[src/rtl/alu_arbiter.sv]
// Round-robin front end that lets two requesters share one external ALU.
// Requests are granted in IDLE, executed for one cycle, and returned on a single tagged response channel.
module alu_arbiter #(
   parameter int WIDTH = 8
) (
   input  logic             clk,
   input  logic             rst,
   input  logic             req0_valid,
   output logic             req0_ready,
   input  logic [2:0]       req0_op,
   input  logic [WIDTH-1:0] req0_a,
   input  logic [WIDTH-1:0] req0_b,
   input  logic             req1_valid,
   output logic             req1_ready,
   input  logic [2:0]       req1_op,
   input  logic [WIDTH-1:0] req1_a,
   input  logic [WIDTH-1:0] req1_b,
   output logic [WIDTH-1:0] alu_operand1,
   output logic [WIDTH-1:0] alu_operand2,
   output logic [2:0]       alu_operation,
   input  logic [WIDTH-1:0] alu_result,
   input  logic             alu_carry,
   output logic             rsp_valid,
   input  logic             rsp_ready,
   output logic             rsp_id,
   output logic [WIDTH-1:0] rsp_result,
   output logic             rsp_carry,
   output logic             rsp_err
);

   localparam logic [2:0] OP_ADD = 3'b000;
   localparam logic [2:0] OP_DIV = 3'b011;
   localparam logic [2:0] OP_ILL = 3'b111;

   typedef enum logic [1:0] {
      IDLE = 2'd0,
      EXEC = 2'd1,
      RESP = 2'd2
   } state_t;

   // Handshake: a request transfers in a cycle where reqN_valid and reqN_ready
   // are both high; a response transfers where rsp_valid and rsp_ready are both high.
   state_t state;
   logic   last_grant;
   logic   any_valid;
   logic   grant_id;

   always_comb begin
      any_valid = req0_valid | req1_valid;
      grant_id  = (req0_valid && req1_valid) ? ~last_grant : req1_valid;
   end

   // Ready is gated by rst so both stay low while reset is held.
   assign req0_ready = !rst && (state == IDLE) && any_valid && !grant_id;
   assign req1_ready = !rst && (state == IDLE) && any_valid &&  grant_id;

   always_ff @(posedge clk or posedge rst) begin
      if (rst) begin
         state         <= IDLE;
         last_grant    <= 1'b1;
         alu_operand1  <= '0;
         alu_operand2  <= '0;
         alu_operation <= 3'b000;
         rsp_valid     <= 1'b0;
         rsp_id        <= 1'b0;
         rsp_result    <= '0;
         rsp_carry     <= 1'b0;
         rsp_err       <= 1'b0;
      end else begin
         case (state)
            IDLE: begin
               if (any_valid) begin
                  alu_operation <= grant_id ? req1_op : req0_op;
                  alu_operand1  <= grant_id ? req1_a  : req0_a;
                  alu_operand2  <= grant_id ? req1_b  : req0_b;
                  rsp_id        <= grant_id;
                  last_grant    <= grant_id;
                  state         <= EXEC;
               end
            end
            EXEC: begin
               rsp_result <= alu_result;
               rsp_carry  <= (alu_operation == OP_ADD) ? alu_carry : 1'b0;
               rsp_err    <= 1'b0;
               // The ALU output is meaningless for these cases, so report zero plus an error.
               if (((alu_operation == OP_DIV) && (alu_operand2 == '0)) ||
                   (alu_operation == OP_ILL)) begin
                  rsp_result <= '0;
                  rsp_err    <= 1'b1;
               end
               rsp_valid <= 1'b1;
               state     <= RESP;
            end
            RESP: begin
               if (rsp_ready) begin
                  rsp_valid  <= 1'b0;
                  rsp_result <= '0;
                  rsp_carry  <= 1'b0;
                  rsp_err    <= 1'b0;
                  state      <= IDLE;
               end
            end
            default: state <= IDLE;
         endcase
      end
   end

endmodule
[config.mk]
export PLATFORM = sky130hd
export DESIGN_NAME = alu_arbiter
export DESIGN_NICKNAME = d
export VERILOG_FILES = /design/src/rtl/alu_arbiter.sv
export SDC_FILE = /design/constraint.sdc
export NUM_CORES = 1
export LEC_CHECK = 0
export BUFFER_PORTS_ARGS = -buffer_cell sky130_fd_sc_hd__buf_2
export CAP_MARGIN = 20
export CORE_MARGIN = 1
export CORE_UTILIZATION = 40
export DETAILED_ROUTE_END_ITERATION = 12
export PLACE_DENSITY_LB_ADDON = 0.05
export SLEW_MARGIN = 30
export SYNTH_ARGS = -nofsm -noshare
export SYNTH_HDL_FRONTEND = slang
export SYNTH_SLANG_ARGS = --single-unit
[constraint.sdc]
create_clock -name clk -period 4.3 [get_ports clk]
set_clock_uncertainty 0.2 [all_clocks]
set_input_delay 0.43 -clock clk [delete_from_list [all_inputs] [get_ports clk]]
set_output_delay 0.43 -clock clk [all_outputs]
set_load 0.05 [all_outputs]
==> results of run 1 <==
cell usage after synthesis:
master / number
a211o_1: 8
nand2b_4: 1
o21ai_0: 1
inv_1: 2
nor4_1: 2
mux2i_1: 2
nor2b_1: 1
a21oi_1: 2
buf_2: 2
buf_6: 4
dfstp_2: 1
nor4b_1: 1
a211oi_2: 1
nor2_1: 3
a21boi_0: 2
a2111oi_0: 1
and3_1: 18
a21bo_1: 1
o22ai_1: 1
nand3b_1: 1
dfrtp_1: 33
nand2b_1: 2
clkbuf_1: 1
mux2_4: 36
mux2_1: 2
nor3_4: 1
nand2_1: 3
metrics by stage:
stage / area, um^2 / hold WS (ns) / total power [mW]
floorplan: 1850 / 0.337 / 1.63
global placement: 2290 / 0.273 / 1.86
CTS: 2380 / 0.0458 / 2.14
finish: 2380 / 0.0275 / 2.12
detailed placement: 2290 / 0.289 / 1.89
global route: 2380 / 0.0692 / 2.23
state kept, by name (all words and copies together) (netlist names):
name	count
rsp_err	1
last_grant	1
alu_operand2	8
alu_operand1	8
alu_operation	3
rsp_result	8
rsp_valid	1
state	2
rsp_id	1
rsp_carry	1
cell families after synthesis:
group                  synth area share, %
multiplexers                          31.5
flip-flops                            46.0
AND/OR/NAND/NOR                       11.5
AO/OA/AOI/OAI                         7.43
buffers and inverters                 3.58
per-layer routing:
metal | routed length (um) | track usage [%] | vias up
met5 | 0 | 0 | -
met2 | 1880 | 28.4 | 65
met3 | 296 | 5.77 | 5
li1 | - | - | 664
met4 | 32 | 4.67 | 0
met1 | 1700 | 19.9 | 680
worst max-delay path, cell delays in order (launching register included):
cell and delay [ns]:
dfstp_2 0.54, a21bo_2 0.58, and3_1 0.23, buf_2 0.26
report_power, final:
group	switching, mW	internal [mW]	total, mW
logic	0.806	0.453	1.26
clock network	0.110	0.129	0.239
registers	0.130	0.487	0.617
total	1.05	1.07	2.12
area by class of cell:
class                      instances  area [um^2]  share of cell area (%)
multi-input combinational         90          933                    39.1
sequential                        34          852                    35.7
timing repair buffer              86          435                    18.3
clock buffer                       7         86.3                    3.62
tap                               52         65.1                    2.73
inverter                           2         7.51                   0.315
clock inverter                     1         5.00                   0.210
how the worst min path moves through the flow:
stage / slack, ns / from / to / depth (start not counted)
floorplan: 0.34 / rsp_ready / state[1] / 1
global placement: 0.27 / rsp_id / rsp_id / 1
detailed placement: 0.29 / rsp_id / rsp_id / 1
CTS: 0.05 / rst / alu_operand2[5] / 3
global route: 0.07 / rst / alu_operand2[5] / 3
finish: 0.03 / rst / alu_operand2[5] / 3
==> results.json, run 1 <==
{
  "status": "completed",
  "synth_warnings": 0,
  "hold_class": "in -> async",
  "start_kind": "flip-flop",
  "dieWidth_um": 70.0,
  "drtAntennaViolNets": 0,
  "ctsHtreeMaxLevel": 2,
  "crit_end": "req0_ready",
  "dp.cells": 264,
  "avgRoutedWirePerCell_um": 14.4,
  "crit_start": "last_grant",
  "synth_top_area_cell": "dfrtp_1",
  "numCtsBuffers": 5,
  "post_cts_resized": 0,
  "cts_max_path_buffers": 2,
  "start_util_pct": 42.0,
  "final_cell_mix": "84 x buf_2, 36 x mux2_4, 33 x dfrtp_1",
  "final_layout_size_suffix_gt1_share_pct": 60.9,
  "gp_congestion": 0.694,
  "area_delta_synth_final_pct": 28.8,
  "yosysSeqAreaShare_pct": 46.0,
  "syn_area_um2": 1850,
  "hpwl_um": 2940,
  "dr.pass1.iters": 4,
  "final_util_pct": 54.0,
  "fin_crit_sh_pct": 58.6,
  "grt_max_degree": 37,
  "num_io_pins": 85,
  "p_per_area_nw_per_um2": 887,
  "crit_arrival_ns": 1.89,
  "critPathRequiredTime_ns": 3.67,
  "grt_use_total_pct": 16.7,
  "cts_root_buffer": "clkbuf_8",
  "grt_pass1_wl_um": 6470,
  "worst-setup-path-type": "reg -> out",
  "timing.reg2reg.worst_path_depth": 3,
  "finalHoldViolCount": 0,
  "power.leakage_nw": 1.34,
  "die_area_um2": 4910,
  "syn_nets": 185,
  "peakVddDrop_uv": 350,
  "core_area_um2": 4410,
  "final-instance-count-excl-fill": 272,
  "vias": 1414,
  "synth_top_area_share_pct": 44.6,
  "drtIter0Drc": 74,
  "vias_per_cell": 5.20,
  "layout_commonest_cell": "buf_2",
  "diodes": 0,
  "drv_slew": 0,
  "cap_violations": 0,
  "final-setup-viol-count": 0,
  "antenna_found_initial": 0,
  "synth.area.top_cells": "dfrtp_1 45%, mux2_4 29%, and3_1 6.1%, a211o_1 3.8%, buf_6 2.4%",
  "grt_pass1_vias": 1453,
  "routed_wl_um": 3910,
  "io_buffers": 84,
  "die_height_um": 70.0,
  "preCtsSetupSlack_ns": 1.71,
  "fillers": 407,
  "worst_pin_slew_ns": 0.681,
  "tns_ns": 0,
  "final_nets": 271,
  "path_max_fanout": 20,
  "clkTransAtPathRegs_ns": 0.07,
  "rsz0062_at_grt": "false",
  "netlist_instances": 133,
  "fmax_mhz": 397,
  "maxSlewHeadroom_pct": 54.6,
  "postSynthAreaPerCell_um2": 13.9,
  "holdBufCountCts": 0,
  "clock_sinks": 34,
  "reg2reg_from": "last_grant",
  "timing.rr.end": "alu_operand1[5]",
  "route.detailed.drc": 0,
  "reg2reg_slack_ns": 2.25,
  "finalCriticalPeriod_ns": 2.52,
  "ys_types": 27,
  "ys_ff_latch": 34,
  "worst_setup_path_end_kind": "output pin",
  "clk_latency_ns": 0.28,
  "overflow": 0,
  "rows": 24,
  "cts_tree": "built",
  "fin_ws_ns": 1.78,
  "postCtsSetupRepairBufs": 0
}
Note: power is estimated with default switching activity, not from simulation.
==> run 2, diff against run 1 <==
Clock period 4.3 ns to 2.3 ns, I/O delays scaled along.
==> results.json, run 2 (synthesized netlist as in run 1, its figures left out) <==
{
  "rsz0062_at_grt": "false",
  "clock_sinks": 34,
  "area_delta_synth_final_pct": 35.7,
  "layout_commonest_cell": "buf_2",
  "cts_tree": "built",
  "fillers": 377,
  "dieWidth_um": 70.0,
  "die_area_um2": 4910,
  "drv_slew": 0,
  "tns_ns": 0,
  "vias_per_cell": 5.02,
  "start_util_pct": 42.0,
  "diodes": 0,
  "timing.reg2reg.worst_path_depth": 4,
  "reg2reg_slack_ns": 0.36,
  "grt_pass1_vias": 1482,
  "grt_use_total_pct": 17.2,
  "drtIter0Drc": 72,
  "dr.pass1.iters": 4,
  "vias": 1425,
  "start_kind": "flip-flop",
  "peakVddDrop_uv": 764,
  "finalCriticalPeriod_ns": 2.11,
  "worst-setup-path-type": "reg -> out",
  "cp_num_buf_inv": 1,
  "routed_wl_um": 4070,
  "path_max_fanout": 9,
  "num_io_pins": 85,
  "holdWs_ns": 0.0493,
  "crit_end": "req1_ready",
  "clkTransAtPathRegs_ns": 0.07,
  "critical-path-top-delay-family": "simple AND/OR/NAND/NOR gates",
  "post_cts_resized": 0,
  "grt_pass1_wl_um": 6600,
  "numCtsBuffers": 5,
  "worst_pin_slew_ns": 0.664,
  "top_regs": "alu_operand1: 8 flops, alu_operand2: 8 flops, rsp_result: 8 flops",
  "rows": 24,
  "hold_class": "in -> reg",
  "final_cell_mix": "84 x buf_2, 36 x mux2_4, 33 x dfrtp_1",
  "ctsHtreeMaxLevel": 2,
  "fin_ws_ns": 0.193,
  "critPathRequiredTime_ns": 1.87,
  "core_area_um2": 4410,
  "hpwl_um": 3080,
  "status": "completed",
  "crit_arrival_ns": 1.68,
  "final_nets": 283,
  "avgRoutedWirePerCell_um": 14.3,
  "cap_violations": 0,
  "timing.rr.end": "alu_operand2[6]",
  "drtAntennaViolNets": 0,
  "final-setup-viol-count": 0,
  "crit_chain": "nor3_4, and3_1, buf_2",
  "crit_start": "state[0]",
  "power.leakage_nw": 1.40,
  "preCtsSetupSlack_ns": 0.354,
  "reg2reg_from": "last_grant",
  "clk_latency_ns": 0.28,
  "cp_num_cells": 3,
  "fmax_mhz": 475,
  "cts_max_path_buffers": 2,
  "fin_crit_sh_pct": 91.6,
  "route.detailed.drc": 0,
  "worst_setup_path_end_kind": "output pin",
  "maxSlewHeadroom_pct": 55.7,
  "antenna_found_initial": 0,
  "finalHoldViolCount": 0,
  "gp_congestion": 0.732,
  "cts_root_buffer": "clkbuf_8",
  "p_per_area_nw_per_um2": 1590,
  "final_layout_size_suffix_gt1_share_pct": 58.2,
  "max_stage_delay_ns": 0.50,
  "overflow": 0,
  "die_height_um": 70.0,
  "critPathSlowestCell": "dfrtp_1",
  "grt_max_degree": 33,
  "io_buffers": 84
}
==> run 2: cell types whose count changed in the layout (fill, tap and decap cells not counted), sizes merged <==
cell	before	now
dlygate4sd3	0	10
buf	86	88
==> run 2: metal layers <==
layer	wire length (um)	vias to the layer above	track usage [%]	share of wire [%]
li1	-	687	-	-
met1	1800	673	20.4	44
met2	1970	60	29.4	48
met3	248	5	4.62	6.1
met4	46	0	6.89	1.1
met5	0	-	0	0
==> run 2: report_power, final <==
part           switching, mW  internal, mW  total, mW
clock                  0.207         0.241      0.448
combinational           1.52         0.877       2.39
sequential             0.245         0.910       1.16
==> run 2: metrics by stage <==
step	util (%)	power [mW]	instances	cell area, um^2
2_1_floorplan	-	3.06	133	1850
3_3_place_gp	52.6	3.50	266	2320
3_5_place_dp	52.6	3.56	266	2320
4_1_cts	56.9	4.04	284	2510
5_1_grt	56.9	4.20	284	2510
6_report	56.9	4.00	284	2510
==> run 2: area by class of cell <==
class	count	area, um^2	share of cell area, %
Clock buffer	7	86.3	3.44
Sequential cell	34	852	33.9
Tap cell	52	65.1	2.59
Inverter	2	7.51	0.299
Clock inverter	1	5.00	0.199
Multi-Input combinational cell	90	933	37.2
Timing Repair Buffer	98	563	22.4
==> run 2: timing repair <==
item,in CTS,in global routing
buffers inserted,0,0
endpoints found under the hold margin,43,0
hold buffers,10,0
setup endpoints to repair,0,0
==> run 2: worst min-delay path, cell delays in order <==
cell and delay [ns]:
buf_2 0.07, mux2i_1 0.06, mux2i_1 0.12
==> run 2: worst min path at each step <==
stage / start / endpoint / slack [ns] / cells past startpoint
after floorplan: rsp_ready / state[1] / 0.14 / 1
final: req0_op[2] / alu_operation[2] / 0.05 / 3
after CTS: req0_op[2] / alu_operation[2] / 0.05 / 3
after global routing: req1_a[0] / alu_operand1[0] / 0.09 / 3
after global placement: rst / rsp_id / -0.08 / 2
after detailed placement: rst / rsp_id / -0.08 / 2
